--- src/rtl/bus_arbiter_pkg.sv ---
// Shared definitions for bus_arbiter: FSM state encoding and default bus widths.
package bus_arbiter_pkg;

  localparam int BUS_ADDR_W = 64;
  localparam int BUS_DATA_W = 64;
  localparam int BUS_INST_W = 32;
  localparam int BUS_MASK_W = 8;

  typedef enum logic [2:0] {
    ST_IDLE   = 3'd0,
    ST_D_REQ  = 3'd1,
    ST_D_WAIT = 3'd2,
    ST_D_DONE = 3'd3,
    ST_I_REQ  = 3'd4,
    ST_I_WAIT = 3'd5,
    ST_I_HOLD = 3'd6
  } arb_state_t;

endpackage

--- src/rtl/bus_arbiter.sv ---
// Serialises the core's fetch and load/store ports onto one request/response bus, data first.
// Optional response watchdog and sticky bus_err output: define BUS_ARB_TIMEOUT_EN.
module bus_arbiter
  import bus_arbiter_pkg::*;
#(
  parameter int ADDR_W = BUS_ADDR_W,
  parameter int DATA_W = BUS_DATA_W,
  parameter int INST_W = BUS_INST_W
`ifdef BUS_ARB_TIMEOUT_EN
  ,
  parameter int TIMEOUT_CYC = 256
`endif
) (
  input  logic                  clk,
  input  logic                  rst,
  input  logic [ADDR_W-1:0]     inst_addr,
  input  logic                  inst_ena,
  input  logic                  inst_ready,
  output logic [INST_W-1:0]     inst,
  output logic                  inst_valid,
  input  logic [ADDR_W-1:0]     data_addr,
  input  logic [BUS_MASK_W-1:0] wmask,
  input  logic [DATA_W-1:0]     data_o,
  input  logic                  we,
  input  logic                  re,
  output logic [DATA_W-1:0]     data_i,
  output logic                  mem_finish,
  output logic                  bus_valid,
  input  logic                  bus_ready,
  output logic                  bus_we,
  output logic [ADDR_W-1:0]     bus_addr,
  output logic [DATA_W-1:0]     bus_wdata,
  output logic [BUS_MASK_W-1:0] bus_wmask,
  input  logic                  bus_rvalid,
  input  logic [DATA_W-1:0]     bus_rdata
`ifdef BUS_ARB_TIMEOUT_EN
  ,
  output logic                  bus_err
`endif
);

  arb_state_t              r_state, w_state_nxt;
  logic [INST_W-1:0]       r_inst, w_inst;
  logic                    r_inst_valid, w_inst_valid;
  logic [DATA_W-1:0]       r_data_i, w_data_i;
  logic                    r_mem_finish, w_mem_finish;
  logic                    r_bus_valid, w_bus_valid;
  logic                    r_bus_we, w_bus_we;
  logic [ADDR_W-1:0]       r_bus_addr, w_bus_addr;
  logic [DATA_W-1:0]       r_bus_wdata, w_bus_wdata;
  logic [BUS_MASK_W-1:0]   r_bus_wmask, w_bus_wmask;
  logic [ADDR_W-1:0]       r_ireq_addr, w_ireq_addr;

  logic                    w_resp;
  logic [DATA_W-1:0]       w_rdata;
  logic                    w_fetch_match;
  logic [INST_W-1:0]       w_inst_sel;

`ifdef BUS_ARB_TIMEOUT_EN
  localparam int CNT_W = $clog2(TIMEOUT_CYC) + 1;

  logic [CNT_W-1:0] r_tmo_cnt;
  logic             r_bus_err;
  logic             w_waiting;
  logic             w_tmo;

  assign w_waiting = (r_state == ST_D_WAIT) || (r_state == ST_I_WAIT);
  assign w_tmo     = w_waiting && (r_tmo_cnt == CNT_W'(TIMEOUT_CYC));

  // A real response in the expiry cycle wins; only a synthesised one flags an error.
  always_ff @(posedge clk or posedge rst) begin
    if (rst) begin
      r_tmo_cnt <= '0;
      r_bus_err <= 1'b0;
    end else begin
      if (!w_waiting)
        r_tmo_cnt <= '0;
      else if (!w_tmo)
        r_tmo_cnt <= r_tmo_cnt + 1'b1;
      if (w_tmo && !bus_rvalid)
        r_bus_err <= 1'b1;
    end
  end

  assign w_resp  = bus_rvalid | w_tmo;
  assign w_rdata = bus_rvalid ? bus_rdata : '0;
  assign bus_err = r_bus_err;
`else
  assign w_resp  = bus_rvalid;
  assign w_rdata = bus_rdata;
`endif

  assign w_fetch_match = (inst_addr == r_ireq_addr);
  assign w_inst_sel    = r_ireq_addr[2] ? w_rdata[2*INST_W-1:INST_W] : w_rdata[INST_W-1:0];

  always_ff @(posedge clk or posedge rst) begin
    if (rst) begin
      r_state      <= ST_IDLE;
      r_inst       <= '0;
      r_inst_valid <= 1'b0;
      r_data_i     <= '0;
      r_mem_finish <= 1'b0;
      r_bus_valid  <= 1'b0;
      r_bus_we     <= 1'b0;
      r_bus_addr   <= '0;
      r_bus_wdata  <= '0;
      r_bus_wmask  <= '0;
      r_ireq_addr  <= '0;
    end else begin
      r_state      <= w_state_nxt;
      r_inst       <= w_inst;
      r_inst_valid <= w_inst_valid;
      r_data_i     <= w_data_i;
      r_mem_finish <= w_mem_finish;
      r_bus_valid  <= w_bus_valid;
      r_bus_we     <= w_bus_we;
      r_bus_addr   <= w_bus_addr;
      r_bus_wdata  <= w_bus_wdata;
      r_bus_wmask  <= w_bus_wmask;
      r_ireq_addr  <= w_ireq_addr;
    end
  end

  always_comb begin
    w_state_nxt = r_state;
    unique case (r_state)
      ST_IDLE: begin
        if (we || re)
          w_state_nxt = ST_D_REQ;
        else if (inst_ena)
          w_state_nxt = ST_I_REQ;
      end
      ST_D_REQ:  if (bus_ready) w_state_nxt = ST_D_WAIT;
      ST_D_WAIT: if (w_resp)    w_state_nxt = ST_D_DONE;
      ST_D_DONE: w_state_nxt = ST_IDLE;
      ST_I_REQ:  if (bus_ready) w_state_nxt = ST_I_WAIT;
      // A fetch whose PC moved on while in flight is stale and is dropped.
      ST_I_WAIT: if (w_resp) w_state_nxt = w_fetch_match ? ST_I_HOLD : ST_IDLE;
      ST_I_HOLD: if (!w_fetch_match || inst_ready) w_state_nxt = ST_IDLE;
      default:   w_state_nxt = ST_IDLE;
    endcase
  end

  always_comb begin
    w_inst       = r_inst;
    w_data_i     = r_data_i;
    w_bus_we     = r_bus_we;
    w_bus_addr   = r_bus_addr;
    w_bus_wdata  = r_bus_wdata;
    w_bus_wmask  = r_bus_wmask;
    w_ireq_addr  = r_ireq_addr;
    w_bus_valid  = (w_state_nxt == ST_D_REQ) || (w_state_nxt == ST_I_REQ);
    w_mem_finish = (w_state_nxt == ST_D_DONE);
    w_inst_valid = (w_state_nxt == ST_I_HOLD);
    unique case (r_state)
      ST_IDLE: begin
        if (w_state_nxt == ST_D_REQ) begin
          w_bus_addr  = data_addr;
          w_bus_wdata = data_o;
          w_bus_wmask = wmask;
          w_bus_we    = we;
        end else if (w_state_nxt == ST_I_REQ) begin
          w_bus_addr  = {inst_addr[ADDR_W-1:3], 3'b000};
          w_bus_wmask = '0;
          w_bus_we    = 1'b0;
          w_ireq_addr = inst_addr;
        end
      end
      ST_D_WAIT: if (w_resp) w_data_i = w_rdata;
      ST_I_WAIT: if (w_resp && w_fetch_match) w_inst = w_inst_sel;
      default: ;
    endcase
  end

  assign inst       = r_inst;
  assign inst_valid = r_inst_valid;
  assign data_i     = r_data_i;
  assign mem_finish = r_mem_finish;
  assign bus_valid  = r_bus_valid;
  assign bus_we     = r_bus_we;
  assign bus_addr   = r_bus_addr;
  assign bus_wdata  = r_bus_wdata;
  assign bus_wmask  = r_bus_wmask;

endmodule

--- config.mk ---
export PLATFORM = sky130hd
export DESIGN_NAME = bus_arbiter
export DESIGN_NICKNAME = d
export VERILOG_FILES = /design/src/rtl/bus_arbiter_pkg.sv /design/src/rtl/bus_arbiter.sv
export SDC_FILE = /design/constraint.sdc
export NUM_CORES = 1
export LEC_CHECK = 0
export ABC_AREA = 1
export CAP_MARGIN = 20
export CORE_AREA = 2 2 197 199
export DETAILED_ROUTE_END_ITERATION = 6
export DIE_AREA = 0 0 199 201
export PLACE_DENSITY = 0.76
export SKIP_CTS_REPAIR_TIMING = 1
export SYNTH_ARGS = -nofsm -noshare
export SYNTH_HDL_FRONTEND = slang
export SYNTH_SLANG_ARGS = --single-unit
export TNS_END_PERCENT = 5
--- constraint.sdc ---
create_clock -name clk -period 9.5 [get_ports clk]
set_input_delay 0.95 -clock clk [delete_from_list [all_inputs] [get_ports clk]]
set_output_delay 0.95 -clock clk [all_outputs]
set_load 0.02 [all_outputs]
==> key figures <==
Synth
  – Area contributors post-synth: dfrtp_1 (57%), nand2_1 (22%), o21ai_0 (4.7%)
  – Post-synthesis sequential area ratio: 56.9%
  – Distinct cells, synth: 24
  – Syn Nets: 1924
  – Post-synth EDFFs: 0
  – Most common flop cell mapped by yosys: dfrtp_1
  – Mapped Cells: 1652
  – Post-synth top cells: nand2_1 (766), dfrtp_1 (303), inv_1 (148)
  – Most frequent cell after synthesis: nand2_1
  – Synth top area share: 56.9%
  – Largest area contributor in the netlist: dfrtp_1
  – Fraction of registers with async set/reset: 100%
  – Flops & latches, synth: 303
  – Synth warn: 0
  – Synth Cell Area: 13300 um^2
  – Avg Inst Size Synth: 8.06 um^2

Floorplanning
  – Core ar.: 38100 um^2
  – Row count: 72
  – DIE WIDTH: 199 um
  – I/O Pins: 508
  – Initial core utilization: 35.0%
  – Die height: 201 um
  – Die area: 40000 um^2

Pwr
  – PD cells: 326 nW/um^2
  – Lkg Pwr: 0.00985 uW
  – VDD IR max: 170 uV

Cells and area
  – Nets: 2395
  – Syn-to-layout area delta: 50.2%
  – Final instance area: 20000 um^2
  – Fraction of layout instances using a drive strength above 1: 3.63%
  – Final Non-Filler Cells: 2672

Timing
  – RSZ-0062 raised after global routing: no
  – Final setup violating endpoints: 0
  – Final setup TNS: 0 ns
  – Final slew viol count: 0
  – Top achievable clock speed: 273 MHz
  – Worst slew margin: 30.8%
  – Final Hold Viols: 0
  – Fin crit share: 38.6%
  – Setup Skew: 0.0126 ns
  – Post-route setup slack: 5.84 ns
  – Fin crit period: 3.66 ns
  – Worst-Margin Slew: 1.04 ns

Clock network
  – Num CTS Buffers: 34
  – Htree depth: 2
  – Clock Pin Slew Worst Setup and Hold Paths: 0.06 ns
  – Clock tree sinks: 303
  – CTS max path bufs: 3
  – Root Buffer: clkbuf_16
  – CTS tree: done
  – Worst-Skew Late Latency: 0.50 ns

Place
  – RePlAce Congestion: 0.847
  – PortBufs: 507
  – Inst Count DP: 2603
  – DP Worst Slack: 5.26 ns
  – DP HPWL: 30600 um
  – Placed instance area: 18800 um^2

GRT
  – Overflow after GRT: 0
  – Global-route wire length before repair: 65600 um
  – GR Util All Layers: 20.8%
  – Largest net degree at the start of global routing: 164
  – Number of global-route vias before repair: 12200
  – Initial antenna violation count: 9

Setup path
  – Crit-path max FO: 105
  – Crit-path slowest cell: buf_4
  – WS Path Type: primary input to flop
  – Worst Path Required: 9.91 ns
  – Critical path arrival: 4.08 ns
  – Cell Chain, Critical Path: clkdlybuf4s50_1, nor2_1, o21ai_1, nand2_2, inv_2, nor2_4, buf_4, nand2_1, o21ai_1
  – Crit-path most repeated cell: o21ai_1
  – Worst Setup Start Kind: primary input
  – Worst Setup SP: we
  – Crit path capture type: flop
  – Critical Path Max Stage Delay: 0.87 ns
  – RR Startpoint: r_state[1]

Detailed routing
  – Initial DRC Count: 718
  – Via count: 12300
  – Drt pass-1 iters: 5
  – # DRC: 0
  – Post-route ant nets: 0
  – Drt wl/cell: 15.8 um
  – Via density: 4.62
  – Final WL: 42300 um

Job
  – Number of max-cap violations: 0

Worst hold path
  – HP Start: bus_wdata[42]
  – Worst hold path class: flop to flop

Run status
  – Status: completed
==> cells in the final DEF (no fill, tap or decap), drive strengths merged, types with 2 or more instances in the layout <==
master	n
bufinv	2
xor2	19
dfrtp	303
o211ai	32
nand2	766
buf	10
diode	7
clkbuf	52
o21ai	219
nand3	6
nor2	49
clkinv	6
clkdlybuf4s50	507
nor3	5
a22o	12
inv	153
nor4	2
==> final timing paths <==
kind / to / slack [ns] / cells after the start
max reg2reg: bus_valid / 6.36 / 7
min: bus_wdata[42] / 0.48 / 2
min in group asynchronous: data_i[57] / 0.80 / 2
min reg2reg: bus_wdata[42] / 0.48 / 2
max: bus_addr[60] / 5.84 / 9
max in group asynchronous: r_state[1] / 7.01 / 4
==> power by group <==
group	internal [uW]	leakage (uW)	switching, uW
registers	1860	0.00382	343
clock network	818	0.000564	519
logic	1270	0.00547	1720
total	3950	0.00985	2580
==> critical path, delay by kind of cell <==
kind / cells / cell delay [ns]
AOI/OAI and AO/OA: 2 / 0.26
and+or+nand+nor: 4 / 1.32
buffers and inverters: 3 / 1.45
==> state kept, by name (all words and copies together), names as in the netlist, 3 cells and up <==
| signal | cells |
|---|---|
| bus_wmask | 8 |
| bus_addr | 64 |
| r_state | 3 |
| r_ireq_addr | 64 |
| inst | 32 |
| data_i | 64 |
| bus_wdata | 64 |
==> through the flow <==
stage	utilization (%)	hold slack [ns]	power, uW
2_1_floorplan	-	0.472	3880
3_3_place_gp	49.3	0.460	5120
3_5_place_dp	49.3	0.464	5220
4_1_cts	52.3	0.480	6600
5_1_grt	52.5	0.492	7000
6_report	52.5	0.476	6530
==> layout make-up <==
class | instances | area, um^2
Fill cell | 3485 | 18100
Sequential cell | 303 | 7580
Timing Repair Buffer | 517 | 5210
Multi-Input combinational cell | 1113 | 4820
Clock buffer | 52 | 1050
Tap cell | 518 | 648
Inverter | 154 | 587
Clock inverter | 8 | 96.3
Antenna cell | 7 | 17.5
==> layer usage <==
layer	track usage [%]	up-vias	share of wire, %
met5	0	-	0.064
met4	8.48	4	3.5
met3	5.24	87	7.5
met2	35.0	436	49
met1	25.5	5739	40
li1	-	6083	-
==> cell families after synthesis <==
| group | synth area share, % |
|---|---|
| and+or+nand+nor | 23.9 |
| DFF | 56.9 |
| AOI/OAI and AO/OA | 10.9 |
| buffers and inverters | 7.08 |
| xor gates and xnor gates | 1.25 |
Power figures use the tool's default switching activity.
